<file path="src/rtl/ppt_sequencer.sv">
// Pulsed-plasma-thruster burst sequencer: charge, fire and hold cycles repeated burst_len times,
// with charge timeout fault and abort. All outputs are registered decodes of the next state.
module ppt_sequencer #(
    parameter int PULSE_W = 4,
    parameter int TIMEOUT = 200
) (
    input  logic       clk,
    input  logic       rst_n,
    input  logic       start,
    input  logic       abort,
    input  logic [7:0] burst_len,
    input  logic [7:0] period,
    input  logic       charge_ok,
    output logic       charge_en,
    output logic       fire,
    output logic       busy,
    output logic       done,
    output logic       fault,
    output logic [7:0] pulses_left
);

    typedef enum logic [2:0] {
        S_IDLE,
        S_CHARGE,
        S_FIRE,
        S_HOLD,
        S_DONE,
        S_FAULT
    } state_t;

    localparam logic [15:0] TIMEOUT_LAST = 16'(TIMEOUT - 1);
    localparam logic [15:0] PULSE_LAST   = 16'(PULSE_W - 1);

    state_t      state_reg, state_next;
    logic [15:0] tmr_reg, tmr_next;
    logic [7:0]  hold_len_reg, hold_len_next;
    logic [7:0]  pulses_reg, pulses_next;
    logic [7:0]  pulses_dec;
    logic        charge_en_reg, fire_reg, busy_reg, done_reg, fault_reg;

    // Saturating decrement; only consulted on the last FIRE edge.
    assign pulses_dec = (pulses_reg == 8'd0) ? 8'd0 : pulses_reg - 8'd1;

    always_comb begin
        state_next    = state_reg;
        tmr_next      = tmr_reg;
        hold_len_next = hold_len_reg;
        pulses_next   = pulses_reg;
        if (abort && state_reg != S_IDLE) begin
            state_next = S_IDLE;
            tmr_next   = '0;
        end else begin
            case (state_reg)
                S_IDLE: begin
                    if (start && !abort) begin
                        pulses_next   = burst_len;
                        hold_len_next = (period == 8'd0) ? 8'd1 : period;
                        tmr_next      = '0;
                        state_next    = (burst_len == 8'd0) ? S_DONE : S_CHARGE;
                    end
                end
                S_CHARGE: begin
                    // charge_ok outranks the timeout on the same edge.
                    if (charge_ok) begin
                        state_next = S_FIRE;
                        tmr_next   = '0;
                    end else if (tmr_reg == TIMEOUT_LAST) begin
                        state_next = S_FAULT;
                        tmr_next   = '0;
                    end else begin
                        tmr_next = tmr_reg + 16'd1;
                    end
                end
                S_FIRE: begin
                    if (tmr_reg == PULSE_LAST) begin
                        tmr_next    = '0;
                        pulses_next = pulses_dec;
                        state_next  = (pulses_dec == 8'd0) ? S_DONE : S_HOLD;
                    end else begin
                        tmr_next = tmr_reg + 16'd1;
                    end
                end
                S_HOLD: begin
                    if (tmr_reg == {8'd0, hold_len_reg - 8'd1}) begin
                        tmr_next   = '0;
                        state_next = S_CHARGE;
                    end else begin
                        tmr_next = tmr_reg + 16'd1;
                    end
                end
                S_DONE:  state_next = S_IDLE;
                S_FAULT: state_next = S_FAULT;
                default: state_next = S_IDLE;
            endcase
        end
    end

    always_ff @(posedge clk or negedge rst_n) begin
        if (!rst_n) begin
            state_reg     <= S_IDLE;
            tmr_reg       <= '0;
            hold_len_reg  <= '0;
            pulses_reg    <= '0;
            charge_en_reg <= 1'b0;
            fire_reg      <= 1'b0;
            busy_reg      <= 1'b0;
            done_reg      <= 1'b0;
            fault_reg     <= 1'b0;
        end else begin
            state_reg     <= state_next;
            tmr_reg       <= tmr_next;
            hold_len_reg  <= hold_len_next;
            pulses_reg    <= pulses_next;
            charge_en_reg <= (state_next == S_CHARGE);
            fire_reg      <= (state_next == S_FIRE);
            busy_reg      <= (state_next != S_IDLE);
            done_reg      <= (state_next == S_DONE);
            fault_reg     <= (state_next == S_FAULT);
        end
    end

    assign charge_en   = charge_en_reg;
    assign fire        = fire_reg;
    assign busy        = busy_reg;
    assign done        = done_reg;
    assign fault       = fault_reg;
    assign pulses_left = pulses_reg;

endmodule

</file>
<file path="config.mk">
export PLATFORM = sky130hd
export DESIGN_NAME = ppt_sequencer
export DESIGN_NICKNAME = d
export VERILOG_FILES = /design/src/rtl/ppt_sequencer.sv
export SDC_FILE = /design/constraint.sdc
export NUM_CORES = 1
export LEC_CHECK = 0
export ABC_AREA = 1
export BUFFER_PORTS_ARGS = -buffer_cell sky130_fd_sc_hd__buf_2
export CAP_MARGIN = 5
export CORE_ASPECT_RATIO = 1.1
export CORE_MARGIN = 2
export CORE_UTILIZATION = 40
export DETAILED_ROUTE_END_ITERATION = 10
export GPL_TIMING_DRIVEN = 0
export SLEW_MARGIN = 20
export SYNTH_ARGS = -nofsm -noshare
export SYNTH_HDL_FRONTEND = slang
export SYNTH_SLANG_ARGS = --single-unit
</file>
<file path="constraint.sdc">
create_clock -name clk -period 5.6 [get_ports clk]
set_clock_uncertainty 0.05 [all_clocks]
set_input_delay 0.28 -clock clk [delete_from_list [all_inputs] [get_ports clk]]
set_output_delay 0.28 -clock clk [all_outputs]
set_load 0.05 [all_outputs]
</file>
Yosys cells after proc, flatten, opt, wreduce, memory -nomap -nowiden --
Index checks and enable logic that the tools add are counted.
Storage, ports and cells: input bits 21, word-level logic and storage cells 63, output and inout port bits 13, flip-flop bits (word level) 40
Cells by class: bitwise logic cells 1, add/sub/neg operators 3, reductions and logical operators 15, muxes and demuxes 21, equality and inequality tests 14
Operator list (number):
- 16-bit 2-to-1 mux | 6
- 16-bit case mux with 4 select lines | 1
- 8-bit zero test | 4
- 8-bit 2-to-1 mux | 4
- 3-bit 2-to-1 mux | 8
- 16-bit by 1-bit adder with 16-bit output, second input constant | 1
- 16-bit by 2-bit == test with 1-bit output, second input constant | 1
- 16-bit by 8-bit == test with 1-bit output | 1
- 16-bit by 8-bit == test with 1-bit output, second input constant | 1
- 8-bit case mux with 2 select lines | 1
- 8-bit by 1-bit subtractor with 8-bit output, second input constant | 2
- 3-bit case mux with 5 select lines | 1
- 3-bit by 2-bit == test with 1-bit output, second input constant | 3
- 3-bit == test, second input constant | 3
- 3-bit by 1-bit == test with 1-bit output, second input constant | 2
- 3-bit nonzero test | 2
- 5-bit nonzero test | 1
- 2-bit inequality test, second input constant | 2
- 4-bit AND reduction | 1
- 3-bit zero test | 1
- 3-bit inequality test, second input constant | 1
- 3-bit AND reduction | 1
- 1-bit logical AND | 2
- 2-bit AND reduction | 1
- 3 further kinds | 3

Logic depth before layout (Yosys ltp) --
Gate-level depths: netlist of run 1.
depth after elaboration 8, depth in mapped cells 15, mapped depth without buffers 15

Least setup slack after synthesis of run 1 --
No wires, ideal clock.
kind reg-to-reg, start register pulses_reg[0], in the netlist pulses_left[0], end register fault_reg, in the netlist fault, stages on the path, launching flop included 16, data arrival time 1.867 ns, path buffers 0, clock period less this slack 2.037 ns, data required time 5.431 ns, setup time 0.119 ns, slack 3.563 ns, path through dfrtp_1 > inv_2 > ha_1 > nand2_2 > nor2_4 > nand2_4 > nand3_1 > nand2_1 > nor2_1 > nand2_1 > nand2_1 > nand2_1 > nand2_2 > inv_2 > nand2_2 > nor2_1
On the way: cells in the longest elaborated chain, start to end 8, elaborated cells on any way between the ends 9, those cells by class add/sub: 1; eq/ne: 1; mux: 5; reduce/logical: 2
RTL lines:
- start, declared | RTL line 37 | logic [7:0] pulses_reg, pulses_next;
- start signal, assigned | RTL line 113 | pulses_reg <= pulses_next;
- 8-bit by 1-bit subtractor with 8-bit output or 8-bit zero test (tied branches) | RTL line 42 | assign pulses_dec = (pulses_reg == 8'd0) ? 8'd0 : pulses_reg - 8'd1;
- 8-bit 2-to-1 mux * | RTL line 42
- 8-bit zero test * | RTL line 78 | state_next = (pulses_dec == 8'd0) ? S_DONE : S_HOLD;
- 3-bit 2-to-1 mux * | RTL line 78
- 3-bit 2-to-1 mux * | RTL line 75 | if (tmr_reg == PULSE_LAST) begin
- 3-bit case mux with 5 select lines * | RTL line 53 | case (state_reg)
- 3-bit 2-to-1 mux * | RTL line 49 | if (abort && state_reg != S_IDLE) begin
- net state_next[0] | RTL line 34 | state_t state_reg, state_next;
- 3-bit == test * | RTL line 118 | fault_reg <= (state_next == S_FAULT);
- end signal, assigned | RTL line 118
- end, declared | RTL line 39 | logic charge_en_reg, fire_reg, busy_reg, done_reg, fault_reg;
The timed path passes the listed nets; every way through them passes the cells marked *. A chain may end at the register's enable or synchronous reset.

Final worst setup path of run 1 --
start register hold_len_reg[0], end register tmr_reg[4]
On the way: cells in the longest elaborated chain, start to end 5
RTL lines:
- start, declared | RTL line 36 | logic [7:0] hold_len_reg, hold_len_next;
- start signal, assigned | RTL line 112 | hold_len_reg <= hold_len_next;
- 8-bit by 1-bit subtractor with 8-bit output | RTL line 84 | if (tmr_reg == {8'd0, hold_len_reg - 8'd1}) begin
- 16-bit by 8-bit == test with 1-bit output | RTL line 84
- 16-bit 2-to-1 mux | RTL line 84
- 16-bit case mux with 4 select lines | RTL line 53
- 16-bit 2-to-1 mux | RTL line 49
- end signal, assigned | RTL line 111 | tmr_reg <= tmr_next;
- end, declared | RTL line 35 | logic [15:0] tmr_reg, tmr_next;
Every way passes these cells.

==> summary.txt, run 1 <==
Status - complete, no violations
Antenna-violating nets left - 0
FF-to-FF Start - hold_len_reg[0]$_DFFE_PN0P_
Clock transition time at the flip-flop clock pins of the worst setup and hold paths - 0.08 ns
HPWL after detailed placement - 4.675 mm
Achievable frequency - 466.7 MHz
Synthesized netlist net count - 405
Final standard cell area without fillers - 3119 sq um
Worst setup startpoint - hold_len_reg[0]$_DFFE_PN0P_
Combined area of all synthesized cells - 2774 sq um
Source-to-sink clock delay at the later pin of the worst-skew pair - 0.29 ns
CP required - 5.73 ns
Total clock buffers created by CTS - 5
Setup repair after global routing missed its margin - no
Max H-tree Level - 2
Yosys warns - 0
Critical path startpoint category - register
Setup TNS after final layout - 0 ns
Critical register-to-register path endpoint - tmr_reg[4]$_DFFE_PN0P_
Maximum clock path buffer count - 2
Number of global-route vias before repair - 2450
Sequential area share after synthesis - 36.08%
Power per Cell Area - 492.3 nW/um^2
Remaining routing DRC violations - 0
Per-instance average area after synthesis - 7.281 sq um
# port buffers - 33
TritonCTS clock tree - yes
Power consumption - 1.536 mW
Type of destination of the critical path - register
Post-synthesis cell count - 381
Effective utilization at floorplan - 41.82%
Hold bufs inserted after CTS - 0
Async set-reset flop share out of synthesis - 100.0%
Width of the die - 83.40 um
WS Path Type - register to register
Post-synth top flop - dfrtp_1
Aggregate routed wire length - 6.052 mm
Root Driver - clkbuf_8
Worst hold slack after final layout - 0.07054 ns
Number of vias in the routed layout - 2438
Pins over their slew limit - 0
Avg Vias per Cell - 4.847
Worst slew margin relative to its limit - 39.14%
Setup Viol. Count Final - 0
Number of nets in the layout - 445
Number of sinks handled by clock tree synthesis - 40
Initial detailed-routing violation count - 67
Post-CTS setup buffer count - 0
Depth of the worst register-to-register path - 15
Number of flops mapped to enable cells by yosys - 0
Resize count post-CTS - 0
Measured slew at the worst slew-check pin - 0.9129 ns
Total congestion overflow after global routing - 0
Max reg flops - 16
Static Leakage - 1.508 nW
Final cycle utilization of the critical path - 38.26%
Placeable core region - 6633 sq um
Area of the die - 7618 sq um
Antenna diode instance count - 0
GP Congestion - 0.8388
Final hold violation count - 0
Pin count of the biggest net entering global routing - 41
Max-capacitance violation count - 0
Total Routing Usage GR - 17.55%
Class of the worst hold path - input port to asynchronous set/reset pin
Chip Height - 91.34 um
Fraction of final layout cells sized beyond drive strength 1 - 25.89%
Maximum vdd drop - 0.0003560 V
Wire length of the first global-routing pass - 10.98 mm
# IOs - 34
Worst-path fanout max - 10
Routed length per instance - 12.03 um
Placement row count - 31
Register-to-register setup slack - 3.46 ns
Arr. time, crit path - 2.27 ns
Flops & latches, synth - 40
Synth unique cells - 36
Initial antenna violation count - 0
Post-Place Cell Area - 3042 sq um
Clock period minus final worst setup slack - 2.143 ns
Pre-Repair DR Iteration Count - 4
Layout area overhead - 12.45%
-- worst max-delay path by stage --
stage | endpoint | slack [ns] | cells past startpoint
2_1_floorplan | fault$_DFF_PN0_ | 3.56 | 15
3_3_place_gp | tmr_reg[4]$_DFFE_PN0P_ | 3.48 | 15
3_5_place_dp | tmr_reg[4]$_DFFE_PN0P_ | 3.47 | 15
4_1_cts | tmr_reg[4]$_DFFE_PN0P_ | 3.46 | 15
5_1_grt | tmr_reg[4]$_DFFE_PN0P_ | 3.31 | 15
6_report | tmr_reg[4]$_DFFE_PN0P_ | 3.46 | 15
-- placed cells by master, fill, tap and decap left out, types with 11 or more instances in the layout --
master / netlist / final
nand2_1: 102 / 102
nor2_1: 40 / 40
dfrtp_1: 40 / 40
buf_2: 1 / 34
inv_1: 29 / 29
nand3_1: 26 / 26
inv_2: 18 / 18
xor2_1: 17 / 17
o21ai_0: 16 / 16
o21ai_2: 11 / 11
-- metrics by stage --
stage	setup slack (ns)	instances	util, %
3_5_place_dp	3.472	496	45.86
2_1_floorplan	3.563	381	-
5_1_grt	3.311	503	47.03
4_1_cts	3.460	503	47.03
6_report	3.457	503	47.03
3_3_place_gp	3.485	496	45.86
-- cells in the mapped netlist, types with 4 or more instances --
cell type    n  area (sq um)
nor4_1       4         25.02
o21ai_1      6         30.03
nor3_1       5         25.02
nand2_2     10         62.56
nand3_1     26         130.1
inv_2       18         67.56
nor2_1      40         150.1
dfrtp_1     40          1001
nor2_2      10         62.56
nand2_1    102         382.9
o21ai_0     16         80.08
o21ai_2     11         96.34
a21oi_1      5         25.02
xor2_1      17         148.9
inv_1       29         108.9
o211ai_1     5         37.54
nand3_2      4         40.04
-- cells by family (layout without fill, tap and decap cells) --
logic type               Yosys count  after routing  synth area share (%)
XOR/XNOR                          19             19                 5.999
adder cells (fa/ha/maj)            3              3                 1.353
AND/OR/NAND/NOR                  215            215                 36.85
buffers and inverters             56             96                 8.795
flip-flops                        40             40                 36.08
AO/OA/AOI/OAI                     48             48                 10.92
-- report_power, final --
group,internal (mW),switching (mW)
registers,0.370,0.0945
clock network,0.0849,0.0997
logic,0.282,0.604
total,0.737,0.799
-- layer usage --
metal  GRT usage, %  part of all wire [%]  routed length, um
met5              0                     0                  0
met4          4.645                   1.2                 70
met3          3.455                   3.7                221
met2          30.24                    48               2928
met1          22.45                    47               2832
-- area by class of cell --
type | count | area (sq um)
inverter | 50 | 192.7
timing repair buffer | 33 | 165.2
clock buffer | 6 | 72.57
tap | 82 | 102.6
sequential | 40 | 1001
buffer | 6 | 51.30
clock inverter | 1 | 5.005
multi-input combinational | 285 | 1529
fill | 680 | 3513
-- worst max-delay path, cell delays in order, from the launching register on --
cell	delay [ns]
dfrtp_1	0.44
inv_2	0.11
ha_1	0.33
nand2_1	0.06
inv_1	0.03
nor2_1	0.08
nand2_1	0.06
nor2_2	0.09
nand3_1	0.07
nor2_1	0.10
nand2_1	0.10
nand2_2	0.09
nand3_2	0.10
nand2_4	0.11
buf_12	0.15
o21ai_2	0.05
(Power assumes the default switching activity.)
==> inputs of run 2 (changes only) <==
==> constraint.sdc (replaced) <==
create_clock -name clk -period 1.9 [get_ports clk]
set_clock_uncertainty 0.05 [all_clocks]
set_input_delay 0.095 -clock clk [delete_from_list [all_inputs] [get_ports clk]]
set_output_delay 0.095 -clock clk [all_outputs]
set_load 0.05 [all_outputs]
==> summary.txt, run 2 (synthesis results as in run 1) <==
CP max stage cell - dfrtp_1
Worst slew margin relative to its limit - 39.70%
Internal power - 2.621 mW
Total net switching power - 2.609 mW
Type of destination of the critical path - register
Gate power share - 62.2%
Critical path startpoint category - register
Effective utilization at floorplan - 41.82%
HPWL after detailed placement - 4.683 mm
Maximum clock path buffer count - 2
Width of the die - 83.40 um
Setup Viol. Count Final - 6
Sequential Power Share - 26.1%
Max H-tree Level - 2
# IOs - 34
Static Leakage - 1.659 nW
Initial detailed-routing violation count - 117
Number of sinks handled by clock tree synthesis - 40
Power consumption - 5.230 mW
Aggregate routed wire length - 6.586 mm
Cells after DPL - 496
Clock transition time at the flip-flop clock pins of the worst setup and hold paths - 0.08 ns
Max-capacitance violation count - 0
Number of standard cells in the final layout excluding fillers - 533
Class of the worst hold path - input port to register
Core Util, Final - 52.78%
Clock power frac - 11.8%
Chip Height - 91.34 um
Cell Chain, Critical Path - inv_2 -> ha_4 -> nand2_2 -> inv_2 -> nor2_1 -> nand2_1 -> nor2_2 -> nand3_1 -> nor2_1 -> nand2_1 -> nand2_2 -> nand3_2 -> nand2_4 -> buf_12 -> buf_12 -> o21ai_2
Commonest cells after routing, fill and taps aside - nand2_1, nor2_1, dfrtp_1
Leading cell type in the layout, fill and taps excluded - nand2_1
Number of global-route vias before repair - 2484
Source-to-sink clock delay at the later pin of the worst-skew pair - 0.29 ns
Initial antenna violation count - 0
Arr. time, crit path - 2.11 ns
CP required - 2.04 ns
Pins over their slew limit - 0
Top cell family by delay on the critical path - simple AND/OR/NAND/NOR gates
Worst-path fanout max - 6
Pre-Repair DR Iteration Count - 4
Setup TNS after final layout - -0.4316 ns
# port buffers - 33
Achievable frequency - 505.3 MHz
Power per Cell Area - 1494 nW/um^2
Placeable core region - 6633 sq um
Number of nets in the layout - 474
WS Path Type - register to register
Final cycle utilization of the critical path - 104.2%
Switch share - 49.88%
Layout area overhead - 26.21%
Max reg flops - 16
Antenna diode instance count - 0
GP Congestion - 0.8246
Total congestion overflow after global routing - 0
Area of the die - 7618 sq um
Worst Path Buf+Inv - 4
Maximum vdd drop - 0.0008204 V
Setup repair after global routing missed its margin - yes
Placement row count - 31
Status - complete, but fails checks
Final hold violation count - 0
Fraction of final layout cells sized beyond drive strength 1 - 33.26%
Worst setup slack after layout - -0.07910 ns
Longest individual stage delay on the worst path - 0.41 ns
Pin count of the biggest net entering global routing - 41
Remaining routing DRC violations - 0
Total Routing Usage GR - 17.64%
Worst hold slack after final layout - 0.03751 ns
Root Driver - clkbuf_8
Measured slew at the worst slew-check pin - 0.9045 ns
Routed length per instance - 12.36 um
TritonCTS clock tree - yes
Avg Vias per Cell - 4.874
Wire length of the first global-routing pass - 11.05 mm
Total clock buffers created by CTS - 5
Failing checks - negative setup slack
Antenna-violating nets left - 0
Number of vias in the routed layout - 2598
Clock period minus final worst setup slack - 1.979 ns
-- run 2: power groups by stage --
| stage | registers [mW] | logic [mW] | clock network, mW |
|---|---|---|---|
| finish | 1.36 | 3.25 | 0.615 |
| global route | 1.40 | 3.59 | 0.682 |
| CTS | 1.37 | 3.06 | 0.648 |
| detailed placement | 1.39 | 2.66 | 0 |
| global placement | 1.38 | 2.63 | 0 |
| floorplan | 1.73 | 1.75 | 0 |
-- run 2: cell type report --
cell class,count,area [sq um]
inverter,50,197.7
multi-input combinational,286,1619
sequential,40,1006
fill,631,3132
clock buffer,7,86.33
tap,82,102.6
clock inverter,1,7.507
timing repair buffer,61,426.7
buffer,6,55.05
-- run 2: path summary, 6_finish.rpt --
path / from / end / slack (ns) / cells past startpoint
setup / recovery: hold_len_reg[0]$_DFFE_PN0P_ / tmr_reg[9]$_DFFE_PN0P_ / -0.08 / 16
hold / removal: burst_len[7] / pulses_left[7]$_DFFE_PN0P_ / 0.04 / 3
setup reg to reg: hold_len_reg[0]$_DFFE_PN0P_ / tmr_reg[9]$_DFFE_PN0P_ / -0.08 / 16
hold reg to reg: tmr_reg[15]$_DFFE_PN0P_ / tmr_reg[15]$_DFFE_PN0P_ / 0.44 / 2
max in group asynchronous: rst_n / tmr_reg[1]$_DFFE_PN0P_ / 0.75 / 2
min in group asynchronous: rst_n / hold_len_reg[5]$_DFFE_PN0P_ / 0.42 / 2
-- run 2: layer usage --
layer  vias to the layer above  part of all wire [%]  global-route usage, %  wire length (um)
li1                       1357                     -                      -                 -
met1                      1183                    45                  22.33              2969
met2                        51                    50                  30.85              3312
met3                         7                   3.6                  3.545               234
met5                         -                     0                      0                 0
met4                         0                   1.0                  4.235                69
-- run 2: worst min-delay path, cell delays in order --
cell and delay (ns):
buf_2 0.09, o211ai_1 0.09, o21ai_1 0.07
-- run 2: metrics by stage --
stage          cell area [sq um]  worst slack (ns)
2_1_floorplan               2791           0.04318
3_5_place_dp                3059           -0.2069
6_report                    3501          -0.07910
4_1_cts                     3374           -0.1180
5_1_grt                     3501           -0.2432
3_3_place_gp                3059           -0.2172
-- run 2: what timing repair did --
action / 4_1_cts / 5_1_grt
resized for setup: 7 / 19
pin swaps: 7 / 13
endpoints found under the setup margin: 22 / 28
endpoints found under the hold margin: 48 / 0
gates cloned: 1 / 1
buffers inserted: 8 / 11
hold buffers: 9 / 0
==> inputs of run 3 (changes only) <==
--- a/config.mk
+++ b/config.mk
@@ -13,6 +13,7 @@
 export CORE_UTILIZATION = 40
 export DETAILED_ROUTE_END_ITERATION = 10
 export GPL_TIMING_DRIVEN = 0
+export HOLD_SLACK_MARGIN = 0.12
 export SLEW_MARGIN = 20
 export SYNTH_ARGS = -nofsm -noshare
 export SYNTH_HDL_FRONTEND = slang
==> summary.txt, run 3 (synthesis results as in run 1) <==
Pre-Repair DR Iteration Count - 4
DP Worst Slack - -0.2069 ns
Final hold violation count - 0
Wire length of the first global-routing pass - 11.16 mm
Initial detailed-routing violation count - 108
Number of vias in the routed layout - 2626
Depth of the worst register-to-register path - 16
Remaining routing DRC violations - 0
Total clock buffers created by CTS - 5
Worst setup startpoint - hold_len_reg[0]$_DFFE_PN0P_
TritonCTS clock tree - yes
Total Routing Usage GR - 17.80%
# port buffers - 33
HPWL after detailed placement - 4.683 mm
Switch share - 49.84%
Worst-case hold path end point - pulses_left[0]$_DFFE_PN0P_
Worst hold slack after final layout - 0.1514 ns
Highest signal layer in the routed design - met4
Cells on Worst Hold Path - 3
Routed length per instance - 12.28 um
Setup repair after global routing missed its margin - yes
Pins over their slew limit - 0
Max H-tree Level - 2
Measured slew at the worst slew-check pin - 0.9050 ns
Setup Viol. Count Final - 6
Startpoint of the most critical hold path - burst_len[0]
Commonest cells after routing, fill and taps aside - nand2_1, nor2_1, dfrtp_1
Aggregate routed wire length - 6.633 mm
Clock period minus final worst setup slack - 1.977 ns
Antenna-violating nets left - 0
CP required - 2.04 ns
Chip Height - 91.34 um
Number of global-route vias before repair - 2521
Power consumption - 5.244 mW
Total net switching power - 2.614 mW
Static Leakage - 1.688 nW
Leading cell type in the layout, fill and taps excluded - nand2_1
Fraction of final layout cells sized beyond drive strength 1 - 32.75%
Final cycle utilization of the critical path - 104.1%
Internal power - 2.631 mW
Placement row count - 31
Critical register-to-register path endpoint - tmr_reg[9]$_DFFE_PN0P_
Layout area overhead - 28.73%
Type of destination of the critical path - register
Status - complete, but fails checks
Effective utilization at floorplan - 41.82%
Initial antenna violation count - 0
# IOs - 34
WS Path Type - register to register
Root Driver - clkbuf_8
Register-to-register setup slack - -0.08 ns
Antenna diode instance count - 0
Metal1 wirelength - 2.988 mm
Arr. time, crit path - 2.11 ns
Clock transition time at the flip-flop clock pins of the worst setup and hold paths - 0.08 ns
Met3 layer wire length in the routed design - 251 um
Worst setup slack after layout - -0.07743 ns
Gate power share - 62.3%
Worst-path fanout max - 6
Number of nets in the layout - 481
Maximum clock path buffer count - 2
Total met2 wirelength after detailed routing - 3.315 mm
Avg Vias per Cell - 4.863
Critical path startpoint category - register
FF-to-FF Start - hold_len_reg[0]$_DFFE_PN0P_
Number of sinks handled by clock tree synthesis - 40
Total congestion overflow after global routing - 0
Worst slew margin relative to its limit - 39.67%
Achievable frequency - 505.7 MHz
Maximum vdd drop - 0.0008049 V
Source-to-sink clock delay at the later pin of the worst-skew pair - 0.29 ns
Max-capacitance violation count - 0
Class of the worst hold path - input port to register
Pin count of the biggest net entering global routing - 41
Area of the die - 7618 sq um
Failing checks - negative setup slack
Power per Cell Area - 1469 nW/um^2
GP Congestion - 0.8246
Placeable core region - 6633 sq um
Max reg flops - 16
Clock power frac - 11.7%
Width of the die - 83.40 um
Sequential Power Share - 26.0%
## run 3: cell count changes in the layout (fill, tap and decap cells not counted), sizes merged
cell,delta
dlygate4sd3,+7
## run 3: layer usage
layer / GRT usage (%) / up-vias
li1: - / 1368
met1: 22.62 / 1194
met2: 31.18 / 55
met3: 3.364 / 9
met4: 4.235 / 0
met5: 0 / -
## run 3: critical path, stage by stage, from the launching register on
cell and delay [ns]:
dfrtp_1 0.41, inv_2 0.09, ha_4 0.20, nand2_2 0.05, inv_2 0.03, nor2_1 0.08
nand2_1 0.07, nor2_2 0.07, nand3_1 0.06, nor2_1 0.10, nand2_1 0.09, nand2_2 0.08
nand3_2 0.09, nand2_4 0.11, buf_12 0.12, buf_12 0.11, o21ai_2 0.05
## run 3: cell type report
| class | instances | area (sq um) |
|---|---|---|
| plain buffers | 6 | 55.05 |
| clock buffers | 7 | 86.33 |
| clock inverters | 1 | 7.507 |
| fillers | 618 | 3062 |
| inverters | 50 | 197.7 |
| multi-input cells | 286 | 1619 |
| flip-flops and latches | 40 | 1006 |
| well taps | 82 | 102.6 |
| repair buffers | 68 | 496.7 |
## run 3: metrics by stage
stage / utilization, % / std cells / setup TNS [ns] / cell area (sq um)
4_1_cts: 51.93 / 529 / -1.289 / 3445
5_1_grt: 53.84 / 540 / -3.428 / 3571
3_3_place_gp: 46.12 / 496 / -2.787 / 3059
3_5_place_dp: 46.12 / 496 / -2.619 / 3059
6_report: 53.84 / 540 / -0.4224 / 3571
2_1_floorplan: - / 381 / 0 / 2791
## run 3: timing repair
| item | CTS | global route |
|---|---|---|
| pin swaps | 7 | 13 |
| gates cloned | 1 | 1 |
| buffers inserted | 8 | 11 |
| hold buffers | 16 | 0 |
| setup endpoints to repair | 22 | 28 |
| hold endpoints to repair | 55 | 0 |
| resized for setup | 7 | 19 |
## run 3: worst max-delay path by stage
stage / to / slack [ns]
2_1_floorplan: fault$_DFF_PN0_ / 0.04
6_report: tmr_reg[9]$_DFFE_PN0P_ / -0.08
5_1_grt: tmr_reg[11]$_DFFE_PN0P_ / -0.24
3_5_place_dp: tmr_reg[5]$_DFFE_PN0P_ / -0.21
3_3_place_gp: tmr_reg[4]$_DFFE_PN0P_ / -0.22
4_1_cts: tmr_reg[12]$_DFFE_PN0P_ / -0.12
## run 3: power by group through the flow
stage          Combinational [mW]  Clock (mW)  Sequential [mW]
2_1_floorplan                1.75           0             1.73
3_5_place_dp                 2.66           0             1.39
5_1_grt                      3.60       0.682             1.40
3_3_place_gp                 2.63           0             1.38
6_report                     3.27       0.615             1.36
4_1_cts                      3.07       0.648             1.37
